`src/rtl/mpu_ctrl.sv`:
```
`default_nettype none
// ============================================================================
// Module      : mpu_ctrl
// Description : Sequencer between the AXI-Stream command receiver and the
//               MMU/buffer datapath. Generates buffer write addresses for
//               matrix loads, records per-slot dimensions, checks operand
//               compatibility and runs the clear/feed/drain/readout schedule
//               of the systolic array.
// Revision    : 1.0 - initial release
// ============================================================================
module mpu_ctrl #(
    parameter int MMU_SIZE = 10,
    parameter int SLOTS    = 4
) (
    input  logic       clk,
    input  logic       rst,
    input  logic       load,
    input  logic       buffer_a_b,
    input  logic [4:0] buffer_a_idx,
    input  logic [4:0] buffer_b_idx,
    input  logic [7:0] dim_x,
    input  logic [7:0] dim_y,
    input  logic       data_valid,
    input  logic       multiply,
    output logic       mpu_ready,
    output logic       wr_en,
    output logic       wr_sel,
    output logic [1:0] wr_idx,
    output logic [7:0] wr_row,
    output logic [7:0] wr_col,
    output logic       mmu_clear,
    output logic       rd_en,
    output logic [1:0] rd_a_idx,
    output logic [1:0] rd_b_idx,
    output logic [7:0] rd_k,
    output logic       acc_out_en,
    output logic [7:0] acc_row,
    output logic       done,
    output logic [7:0] ctrl_error
);

    // Drain length: last partial sum leaves the array 2*N-1 cycles after the
    // final operand enters.
    localparam logic [7:0] c_PIPE      = 8'(2 * MMU_SIZE - 1);
    localparam logic [7:0] c_ERR_NONE  = 8'h00;
    localparam logic [7:0] c_ERR_DIM   = 8'h02;

    localparam logic [2:0] c_IDLE  = 3'd0;
    localparam logic [2:0] c_LOAD  = 3'd1;
    localparam logic [2:0] c_CLEAR = 3'd2;
    localparam logic [2:0] c_FEED  = 3'd3;
    localparam logic [2:0] c_DRAIN = 3'd4;
    localparam logic [2:0] c_OUT   = 3'd5;
    localparam logic [2:0] c_DONE  = 3'd6;

    logic [2:0] r_state;

    // Load context
    logic       r_sel;
    logic [1:0] r_idx;
    logic [7:0] r_dim_x;
    logic [7:0] r_dim_y;
    logic [7:0] r_row;
    logic [7:0] r_col;

    // Multiply context
    logic [1:0] r_a_idx;
    logic [1:0] r_b_idx;
    logic [7:0] r_k_len;
    logic [7:0] r_m_len;
    logic [7:0] r_cnt;
    logic [7:0] r_err;

    // Recorded slot dimensions for both buffers
    logic [7:0] r_a_dx [SLOTS];
    logic [7:0] r_a_dy [SLOTS];
    logic [7:0] r_b_dx [SLOTS];
    logic [7:0] r_b_dy [SLOTS];

    logic [1:0] w_ld_idx;
    logic [7:0] w_a_cols;
    logic [7:0] w_a_rows;
    logic [7:0] w_b_rows;
    logic       w_mul_bad;
    logic       w_ld_accept;
    logic       w_ld_empty;
    logic       w_unused_idx_hi;

    // Upper slot-index bits are never used: the receiver keeps indices small.
    assign w_unused_idx_hi = ^{buffer_a_idx[4:2], buffer_b_idx[4:2], r_b_dx[0]};

    assign w_ld_idx    = buffer_a_b ? buffer_b_idx[1:0] : buffer_a_idx[1:0];
    assign w_ld_accept = (r_state == c_IDLE) && load;
    assign w_ld_empty  = (dim_x == 8'd0) || (dim_y == 8'd0);

    assign w_a_cols  = r_a_dx[buffer_a_idx[1:0]];
    assign w_a_rows  = r_a_dy[buffer_a_idx[1:0]];
    assign w_b_rows  = r_b_dy[buffer_b_idx[1:0]];
    assign w_mul_bad = (w_a_cols != w_b_rows) || (w_a_cols == 8'd0);

    // Slot dimension registers: written on every accepted load, even empty ones.
    always_ff @(posedge clk or posedge rst) begin
        if (rst) begin
            for (int i = 0; i < SLOTS; i++) begin
                r_a_dx[i] <= 8'd0;
                r_a_dy[i] <= 8'd0;
                r_b_dx[i] <= 8'd0;
                r_b_dy[i] <= 8'd0;
            end
        end else if (w_ld_accept) begin
            if (buffer_a_b) begin
                r_b_dx[w_ld_idx] <= dim_x;
                r_b_dy[w_ld_idx] <= dim_y;
            end else begin
                r_a_dx[w_ld_idx] <= dim_x;
                r_a_dy[w_ld_idx] <= dim_y;
            end
        end
    end

    // Main sequencer: state, element counters, phase counter and error code.
    always_ff @(posedge clk or posedge rst) begin
        if (rst) begin
            r_state <= c_IDLE;
            r_sel   <= 1'b0;
            r_idx   <= 2'd0;
            r_dim_x <= 8'd0;
            r_dim_y <= 8'd0;
            r_row   <= 8'd0;
            r_col   <= 8'd0;
            r_a_idx <= 2'd0;
            r_b_idx <= 2'd0;
            r_k_len <= 8'd0;
            r_m_len <= 8'd0;
            r_cnt   <= 8'd0;
            r_err   <= c_ERR_NONE;
        end else begin
            case (r_state)
                c_IDLE: begin
                    if (load) begin
                        // Load has priority; a simultaneous multiply is dropped.
                        r_sel   <= buffer_a_b;
                        r_idx   <= w_ld_idx;
                        r_dim_x <= dim_x;
                        r_dim_y <= dim_y;
                        r_row   <= 8'd0;
                        r_col   <= 8'd0;
                        r_err   <= c_ERR_NONE;
                        if (!w_ld_empty) begin
                            r_state <= c_LOAD;
                        end
                    end else if (multiply) begin
                        if (w_mul_bad) begin
                            r_err <= c_ERR_DIM;
                        end else begin
                            r_a_idx <= buffer_a_idx[1:0];
                            r_b_idx <= buffer_b_idx[1:0];
                            r_k_len <= w_a_cols;
                            r_m_len <= w_a_rows;
                            r_cnt   <= 8'd0;
                            r_err   <= c_ERR_NONE;
                            r_state <= c_CLEAR;
                        end
                    end
                end
                c_LOAD: begin
                    // Row-major walk; gaps in data_valid hold the position.
                    if (data_valid) begin
                        if (r_col == r_dim_x - 8'd1) begin
                            r_col <= 8'd0;
                            if (r_row == r_dim_y - 8'd1) begin
                                r_row   <= 8'd0;
                                r_state <= c_IDLE;
                            end else begin
                                r_row <= r_row + 8'd1;
                            end
                        end else begin
                            r_col <= r_col + 8'd1;
                        end
                    end
                end
                c_CLEAR: begin
                    r_cnt   <= 8'd0;
                    r_state <= c_FEED;
                end
                c_FEED: begin
                    if (r_cnt == r_k_len - 8'd1) begin
                        r_cnt   <= 8'd0;
                        r_state <= c_DRAIN;
                    end else begin
                        r_cnt <= r_cnt + 8'd1;
                    end
                end
                c_DRAIN: begin
                    if (r_cnt == c_PIPE - 8'd1) begin
                        r_cnt <= 8'd0;
                        // A zero-row operand has nothing to read out.
                        r_state <= (r_m_len != 8'd0) ? c_OUT : c_DONE;
                    end else begin
                        r_cnt <= r_cnt + 8'd1;
                    end
                end
                c_OUT: begin
                    if (r_cnt == r_m_len - 8'd1) begin
                        r_cnt   <= 8'd0;
                        r_state <= c_DONE;
                    end else begin
                        r_cnt <= r_cnt + 8'd1;
                    end
                end
                c_DONE: begin
                    r_state <= c_IDLE;
                end
                default: begin
                    r_state <= c_IDLE;
                end
            endcase
        end
    end

    // Output decode from registered state; address fields are zero outside
    // the phase that uses them.
    assign mpu_ready  = (r_state == c_IDLE);
    assign wr_en      = (r_state == c_LOAD) && data_valid;
    assign wr_sel     = (r_state == c_LOAD) ? r_sel   : 1'b0;
    assign wr_idx     = (r_state == c_LOAD) ? r_idx   : 2'd0;
    assign wr_row     = (r_state == c_LOAD) ? r_row   : 8'd0;
    assign wr_col     = (r_state == c_LOAD) ? r_col   : 8'd0;
    assign mmu_clear  = (r_state == c_CLEAR);
    assign rd_en      = (r_state == c_FEED);
    assign rd_a_idx   = (r_state == c_FEED) ? r_a_idx : 2'd0;
    assign rd_b_idx   = (r_state == c_FEED) ? r_b_idx : 2'd0;
    assign rd_k       = (r_state == c_FEED) ? r_cnt   : 8'd0;
    assign acc_out_en = (r_state == c_OUT);
    assign acc_row    = (r_state == c_OUT)  ? r_cnt   : 8'd0;
    assign done       = (r_state == c_DONE);
    assign ctrl_error = r_err;

endmodule
`default_nettype wire

```
`config.mk`:
```
export PLATFORM = sky130hd
export DESIGN_NAME = mpu_ctrl
export DESIGN_NICKNAME = d
export VERILOG_FILES = /design/src/rtl/mpu_ctrl.sv
export SDC_FILE = /design/constraint.sdc
export NUM_CORES = 1
export LEC_CHECK = 0
export BUFFER_PORTS_ARGS = -buffer_cell sky130_fd_sc_hd__buf_2
export CAP_MARGIN = 40
export CORE_MARGIN = 1.5
export CORE_UTILIZATION = 50
export DETAILED_ROUTE_END_ITERATION = 16
export GPL_TIMING_DRIVEN = 0
export PLACE_DENSITY = 0.7
export SETUP_SLACK_MARGIN = 0.3
export SLEW_MARGIN = 5
export SYNTH_ARGS = -nofsm -noshare
export SYNTH_HDL_FRONTEND = slang
export SYNTH_SLANG_ARGS = --single-unit
```
`constraint.sdc`:
```
create_clock -name clk -period 7 [get_ports clk]
set_input_delay 1.4 -clock clk [delete_from_list [all_inputs] [get_ports clk]]
set_output_delay 1.4 -clock clk [all_outputs]
set_load 0.01 [all_outputs]
```
==> results of run 1 <==
per-layer routing:
metal / vias up / track usage [%] / part of all wire, % / wire length, um
li1: 2866 / - / - / -
met1: 3084 / 32.33 / 48 / 9271
met2: 163 / 35.23 / 47 / 9101
met3: 13 / 4.092 / 4.7 / 921
met4: 0 / 5.854 / 0.84 / 163
met5: - / 0 / 0 / 0
metrics by stage:
step / total power [mW] / instances / util [%] / setup TNS [ns]
after global placement: 1.024 / 1055 / 54.32 / -123.32
after detailed placement: 1.026 / 1058 / 54.61 / 0
final: 1.926 / 1090 / 57.98 / 0
after global routing: 1.982 / 1090 / 57.98 / 0
after CTS: 1.944 / 1090 / 57.98 / 0
after floorplan: 0.9998 / 770 / - / 0
registers in the layout (all words and copies together) (netlist names):
| register | cells |
|---|---|
| r_a_dx | 32 |
| r_a_dy | 32 |
| r_b_dy | 32 |
| r_cnt | 8 |
| r_col | 8 |
| r_dim_x | 8 |
| r_dim_y | 8 |
| r_k_len | 8 |
| r_m_len | 8 |
| r_row | 8 |
| r_state | 3 |
| r_a_idx | 2 |
| r_b_idx | 2 |
| r_idx | 2 |
| ctrl_error | 1 |
| r_sel | 1 |
layout make-up:
type / count / area [um2]
plain buffers: 55 / 311.5
flip-flops and latches: 163 / 4079
fillers: 1464 / 7218
multi-input cells: 534 / 4290
clock inverters: 11 / 127.6
clock buffers: 21 / 450.4
inverters: 18 / 75.07
well taps: 225 / 281.5
repair buffers: 63 / 342.8
logic make-up (layout without fill, tap and decap cells):
logic type,Yosys count,in the layout,share of synthesized area (%)
XOR/XNOR,52,52,5.219
buffers and inverters,73,168,4.344
AO/OA/AOI/OAI,81,81,6.023
multiplexers,144,144,21.68
other,1,7,0.04298
AND/OR/NAND/NOR,241,241,14.65
flip-flops,163,163,46.75
adder cells (fa/ha/maj),9,9,1.291
worst max-delay path, delay by kind of cell (launching register included):
family                 cells  cell delay [ns]
buffers and inverters      5             1.33
flip-flops                 1             0.32
AND/OR/NAND/NOR            2             0.65
power groups by stage:
stage | sequential (mW) | combinational [mW] | clock [mW]
floorplan | 0.960 | 0.0401 | 0
global placement | 0.960 | 0.0641 | 0
detailed placement | 0.959 | 0.0664 | 0
CTS | 0.942 | 0.0666 | 0.936
global route | 0.941 | 0.0735 | 0.968
finish | 0.942 | 0.0649 | 0.919
layout by cell type (no fill, tap or decap), drive strengths merged, types with 6 or more instances in the layout:
cell type and count:
nor2 25, mux4 24, nand2b 11, nor3 19, or2 6, inv 20
a21oi 9, and2 40, buf 87, ha 9, dfrtp 163, nand2 77
xnor2 33, clkbuf 52, conb 7, nand3 18, o21ai 37, xor2 19
nor4 11, mux2 117
final timing paths:
check                      startpoint          to  slack, ns
max                        r_state[0]   wr_row[6]       2.88
min                             r_sel       r_sel       0.48
max reg2reg                r_state[0]   r_a_dx[0]       3.92
min reg2reg                     r_sel       r_sel       0.48
max in group asynchronous         rst  r_state[1]       5.14
min in group asynchronous         rst    r_row[0]       1.04
==> impl_results.md, run 1 <==
- CP endpoint kind: output port
- Yosys warning count: 0
- Number of hold violations in the final report: 0
- Final setup skew: 0.01478 ns
- Slowest stage delay, CP: 0.48 ns
- # Max-Cap Violations: 0
- Die Height: 135.1 um
- VDD IR max: 190.8 uV
- # rows: 48
- Worst Hold Depth: 2
- Status: complete, no violations
- Critical path type: register to output port
- Vias in the first global route: 5846
- Area leader, netlist: dfrtp_1
- Root Buffer: clkbuf_16
- Post-CTS resize count: 0
- Htree depth: 4
- CP arrival: 2.72 ns
- Power per cell area: 193.4 nW/um2
- Hold Worst Slack: 0.4786 ns
- Part of the cycle the worst path needs: 58.90%
- Core region area: 17180 um2
- Die Wd: 135.1 um
- Crit start category: register
- Total CTS buffers: 17
- Synth top area cells: dfrtp_1 (47%), mux2_2 (15%), mux4_2 (6.2%), nand2_1 (3.3%), xnor2_1 (3.3%)
- Routed WL per cell: 17.85 um
- Synth-to-layout area growth: 14.12%
- Combinational Power Share: 3.4%
- Type of the tightest min-delay check: register to register
- Post-CTS Setup Bufs: 0
- IO Port Bufs: 60
- RSZ-0062 raised after global routing: no
- DP HPWL: 13.47 mm
- Share of cells above drive strength 1: 32.49%
- Design Area, Final: 9958 um2
- Sequential Power Share: 48.9%
- CP max FO: 10
- # diodes: 0
- Initial detailed-routing violation count: 371
- Slew headroom: 48.14%
- Clk buf depth: 2
- Top FF cell, synth: dfrtp_1
- Commonest cells post-synth: dfrtp_1 (163), mux2_2 (116), nand2_1 (77), and2_1 (39), o21ai_0 (37)
- Cell repeated most along the worst path: clkbuf_1
- CTS tree: done
- DIE AREA: 18250 um2
- Worst slew pin tran: 0.7737 ns
- Leakage: 4.889 nW
- Initial Utilization: 50.80%
- Yosys reg bits: 163
- Synth cell types: 69
- Pre-CTS WS: 2.782 ns
- GRT overflow: 0
- Ports: 85
- First-pass GRT wire length: 31.25 mm
- Part of the Yosys area used for sequential elements: 46.75%
- Slew Limit Fails: 0
- Hold-fix buffers at CTS: 0
- # setup viols final: 0
- Syn Std Cell Area: 8726 um2
- Synth top area share: 46.75%
- Syn Inst Count: 764
- Total track usage: 22.46%
- Vias per cell: 5.620
- Clock period minus worst slack: 4.123 ns
- Top-count cell post-synth: dfrtp_1
- P_int: 1.496 mW
- Drc violations: 0
- Sw Share: 22.31%
- Reg clk slew, reported paths: 0.07 ns
- Avg Cell Area, Syn: 11.42 um2
- Post-route worst setup slack: 2.877 ns
- First-pass detailed-route iteration total: 5
- Max Clock Freq: 242.5 MHz
- Antenna Violating Nets Remaining: 0
- GPL Wtd Cong: 0.7715
- Clock network power share: 47.7%
- Placed cell area: 9380 um2
- Cell depth of the worst flop-to-flop path: 8
- Number of flops mapped to enable cells by yosys: 0
- Crit-path cells: clkbuf_1, inv_1, nor2_1, clkbuf_1, clkbuf_1, and2_1, buf_2
- Pin count of the biggest net entering global routing: 85
- Routed vias: 6126
- Clock sinks: 163
- Critical Path RT: 5.60 ns
- Net switching power: 429.7 uW
- Critical-path top delay cell: nor2_1
- Drt total wl: 19.46 mm
- Initial antenna violation count: 0
- # nets final: 893
- Worst-Skew Late Latency: 0.43 ns
- Post-synth ARST share: 100.0%
Power figures use the tool's default switching activity.
==> run 2, diff against run 1 <==
--- a/config.mk
+++ b/config.mk
@@ -11,7 +11,7 @@
 export CORE_UTILIZATION = 50
 export DETAILED_ROUTE_END_ITERATION = 16
 export GPL_TIMING_DRIVEN = 0
-export PLACE_DENSITY = 0.7
+export PLACE_DENSITY = 0.73
 export SETUP_SLACK_MARGIN = 0.3
 export SLEW_MARGIN = 5
 export SYNTH_ARGS = -nofsm -noshare
==> constraint.sdc (replaced) <==
create_clock -name clk -period 3.59 [get_ports clk]
set_input_delay 0.718 -clock clk [delete_from_list [all_inputs] [get_ports clk]]
set_output_delay 0.718 -clock clk [all_outputs]
set_load 0.01 [all_outputs]
==> impl_results.md, run 2 (same netlist as run 1, synthesis figures left out) <==
- Routed WL per cell: 17.90 um (+0.27%)
- Most frequent cells in the layout: dfrtp_1 (163), mux2_2 (116), nand2_1 (77)
- Synth-to-layout area growth: 14.67%
- Worst-Skew Late Latency: 0.43 ns (about the same)
- CTS tree: done
- Status: complete, no violations
- Pin count of the biggest net entering global routing: 40 (-53%)
- GRT overflow: 0 (unchanged)
- Reg clk slew, reported paths: 0.07 ns (about the same)
- # rows: 48 (unchanged)
- CP Buf/Inv Count: 4 (-1)
- Leakage: 4.915 nW (+0.54%)
- Total CTS buffers: 17 (unchanged)
- RSZ-0062 raised after global routing: no
- Critical path's top delay family: simple AND/OR/NAND/NOR gates
- Number of hold violations in the final report: 0 (unchanged)
- # diodes: 0 (unchanged)
- Clock sinks: 163 (unchanged)
- Max Clock Freq: 320.6 MHz
- Die Height: 135.1 um (unchanged)
- Critical-path top delay cell: or3_1
- # nets final: 896 (+0.34%)
- Clk buf depth: 2 (unchanged)
- Slew Limit Fails: 0 (unchanged)
- Critical Path RT: 3.90 ns (-1.70 ns)
- Clock period minus worst slack: 3.119 ns
- Crit start category: register
- Slowest stage delay, CP: 0.48 ns (about the same)
- Slew headroom: 49.20% (+1.1 points)
- Vias in the first global route: 5950 (+1.8%)
- Largest regs: r_a_dx (32), r_a_dy (32), r_b_dy (32)
- Root Buffer: clkbuf_16
- Antenna Violating Nets Remaining: 0 (unchanged)
- Routed vias: 6163 (+0.60%)
- Initial antenna violation count: 0 (unchanged)
- Drt total wl: 19.56 mm (+0.55%)
- Initial detailed-routing violation count: 438 (+18%)
- Type of the tightest min-delay check: input pin to async pin
- IO Port Bufs: 60 (unchanged)
- Final Power: 3.681 mW (+91%)
- Worst slew pin tran: 0.7578 ns (-0.01585 ns)
- VDD IR max: 340.5 uV (+78%)
- Commonest non-fill, non-tap cell in the layout: dfrtp_1
- Final cell count without fillers: 1093 (+0.28%)
- GPL Wtd Cong: 0.8010 (+3.8%)
- Crit-path cells: buf_1, or3_1, inv_1, and2_1, buf_2, nand3_1, clkbuf_1, mux2_2
- DIE AREA: 18250 um2 (unchanged)
- DP HPWL: 13.98 mm (+3.8%)
- Share of cells above drive strength 1: 33.53% (+1.0 points)
- Hold Worst Slack: 0.3300 ns (-0.1486 ns)
- Drc violations: 0 (unchanged)
- Ports: 85 (unchanged)
- First-pass GRT wire length: 31.67 mm (+1.3%)
- # setup viols final: 0 (unchanged)
- Die Wd: 135.1 um (unchanged)
- Part of the cycle the worst path needs: 86.88%
- Core region area: 17180 um2 (unchanged)
- # Max-Cap Violations: 0 (unchanged)
- Vias per cell: 5.639 (+0.33%)
- Final setup skew: 0.008369 ns (-0.006407 ns)
- Post-route core utilization: 58.25% (+0.28 points)
- Power per cell area: 367.9 nW/um2 (+90%)
- CP arrival: 3.43 ns (+0.71 ns)
- Critical path type: register to register
- Htree depth: 4 (unchanged)
- DP Cell Count: 1061 (+0.28%)
- CP max FO: 10 (unchanged)
- Total track usage: 22.47% (about the same)
- First-pass detailed-route iteration total: 5 (unchanged)
- Initial Utilization: 50.80% (unchanged)
- Post-CTS Setup Bufs: 0 (unchanged)
- CP endpoint kind: register
[run 2: cell types whose count changed in the layout (fill, tap and decap cells not counted), sizes merged]
cell / delta
inv: +5
bufinv: -2
clkinv: +1
buf: +4
clkbuf: -5
[run 2: worst min-delay path, delay by kind of cell]
family   cells  cell delay [ns]
buf+inv      3             0.40
[run 2: final timing paths]
check / startpoint / to / slack [ns] / cells past startpoint
min reg2reg: r_idx[1] / r_idx[1] / 0.50 / 2
min in group clk: r_idx[1] / r_idx[1] / 0.50 / 2
max: r_state[0] / r_a_dx[9] / 0.47 / 8
max in group asynchronous: rst / r_cnt[4] / 2.56 / 5
max reg2reg: r_state[0] / r_a_dx[9] / 0.47 / 8
min: rst / r_row[2] / 0.33 / 3
[run 2: what timing repair did]
action	CTS	global route
resized for setup	2	6
setup endpoints to repair	11	28
hold buffers	0	0
[run 2: power by group]
group          internal (mW)  switching [mW]  leakage, nW
combinational         0.0421          0.0944         2.43
clock                  0.902           0.807        0.268
sequential              1.84               0         2.22
total                   2.78           0.901         4.92
[run 2: per-stage QoR]
stage / setup TNS (ns) / instance area, um2 / setup slack [ns]
floorplan: 0 / 8752 / 0.5405
global placement: -42.07 / 9334 / -0.2646
detailed placement: 0 / 9439 / 0.1086
CTS: 0 / 9988 / 0.3154
global route: 0 / 10010 / 0.3367
finish: 0 / 10010 / 0.4711
[run 2: layout make-up]
| type | instances | area, um2 |
|---|---|---|
| fillers | 1469 | 7171 |
| multi-input cells | 534 | 4309 |
| flip-flops and latches | 163 | 4079 |
| clock buffers | 17 | 425.4 |
| repair buffers | 66 | 405.4 |
| plain buffers | 55 | 314.1 |
| well taps | 225 | 281.5 |
| clock inverters | 15 | 120.1 |
| inverters | 18 | 71.32 |
[run 2: metal layers]
metal / GRT usage, % / share of wire, % / vias to the layer above
li1: - / - / 2872
met1: 31.11 / 46 / 3114
met2: 36.62 / 49 / 160
met3: 3.941 / 4.6 / 17
met4: 6.093 / 1.1 / 0
met5: 0 / 0 / -
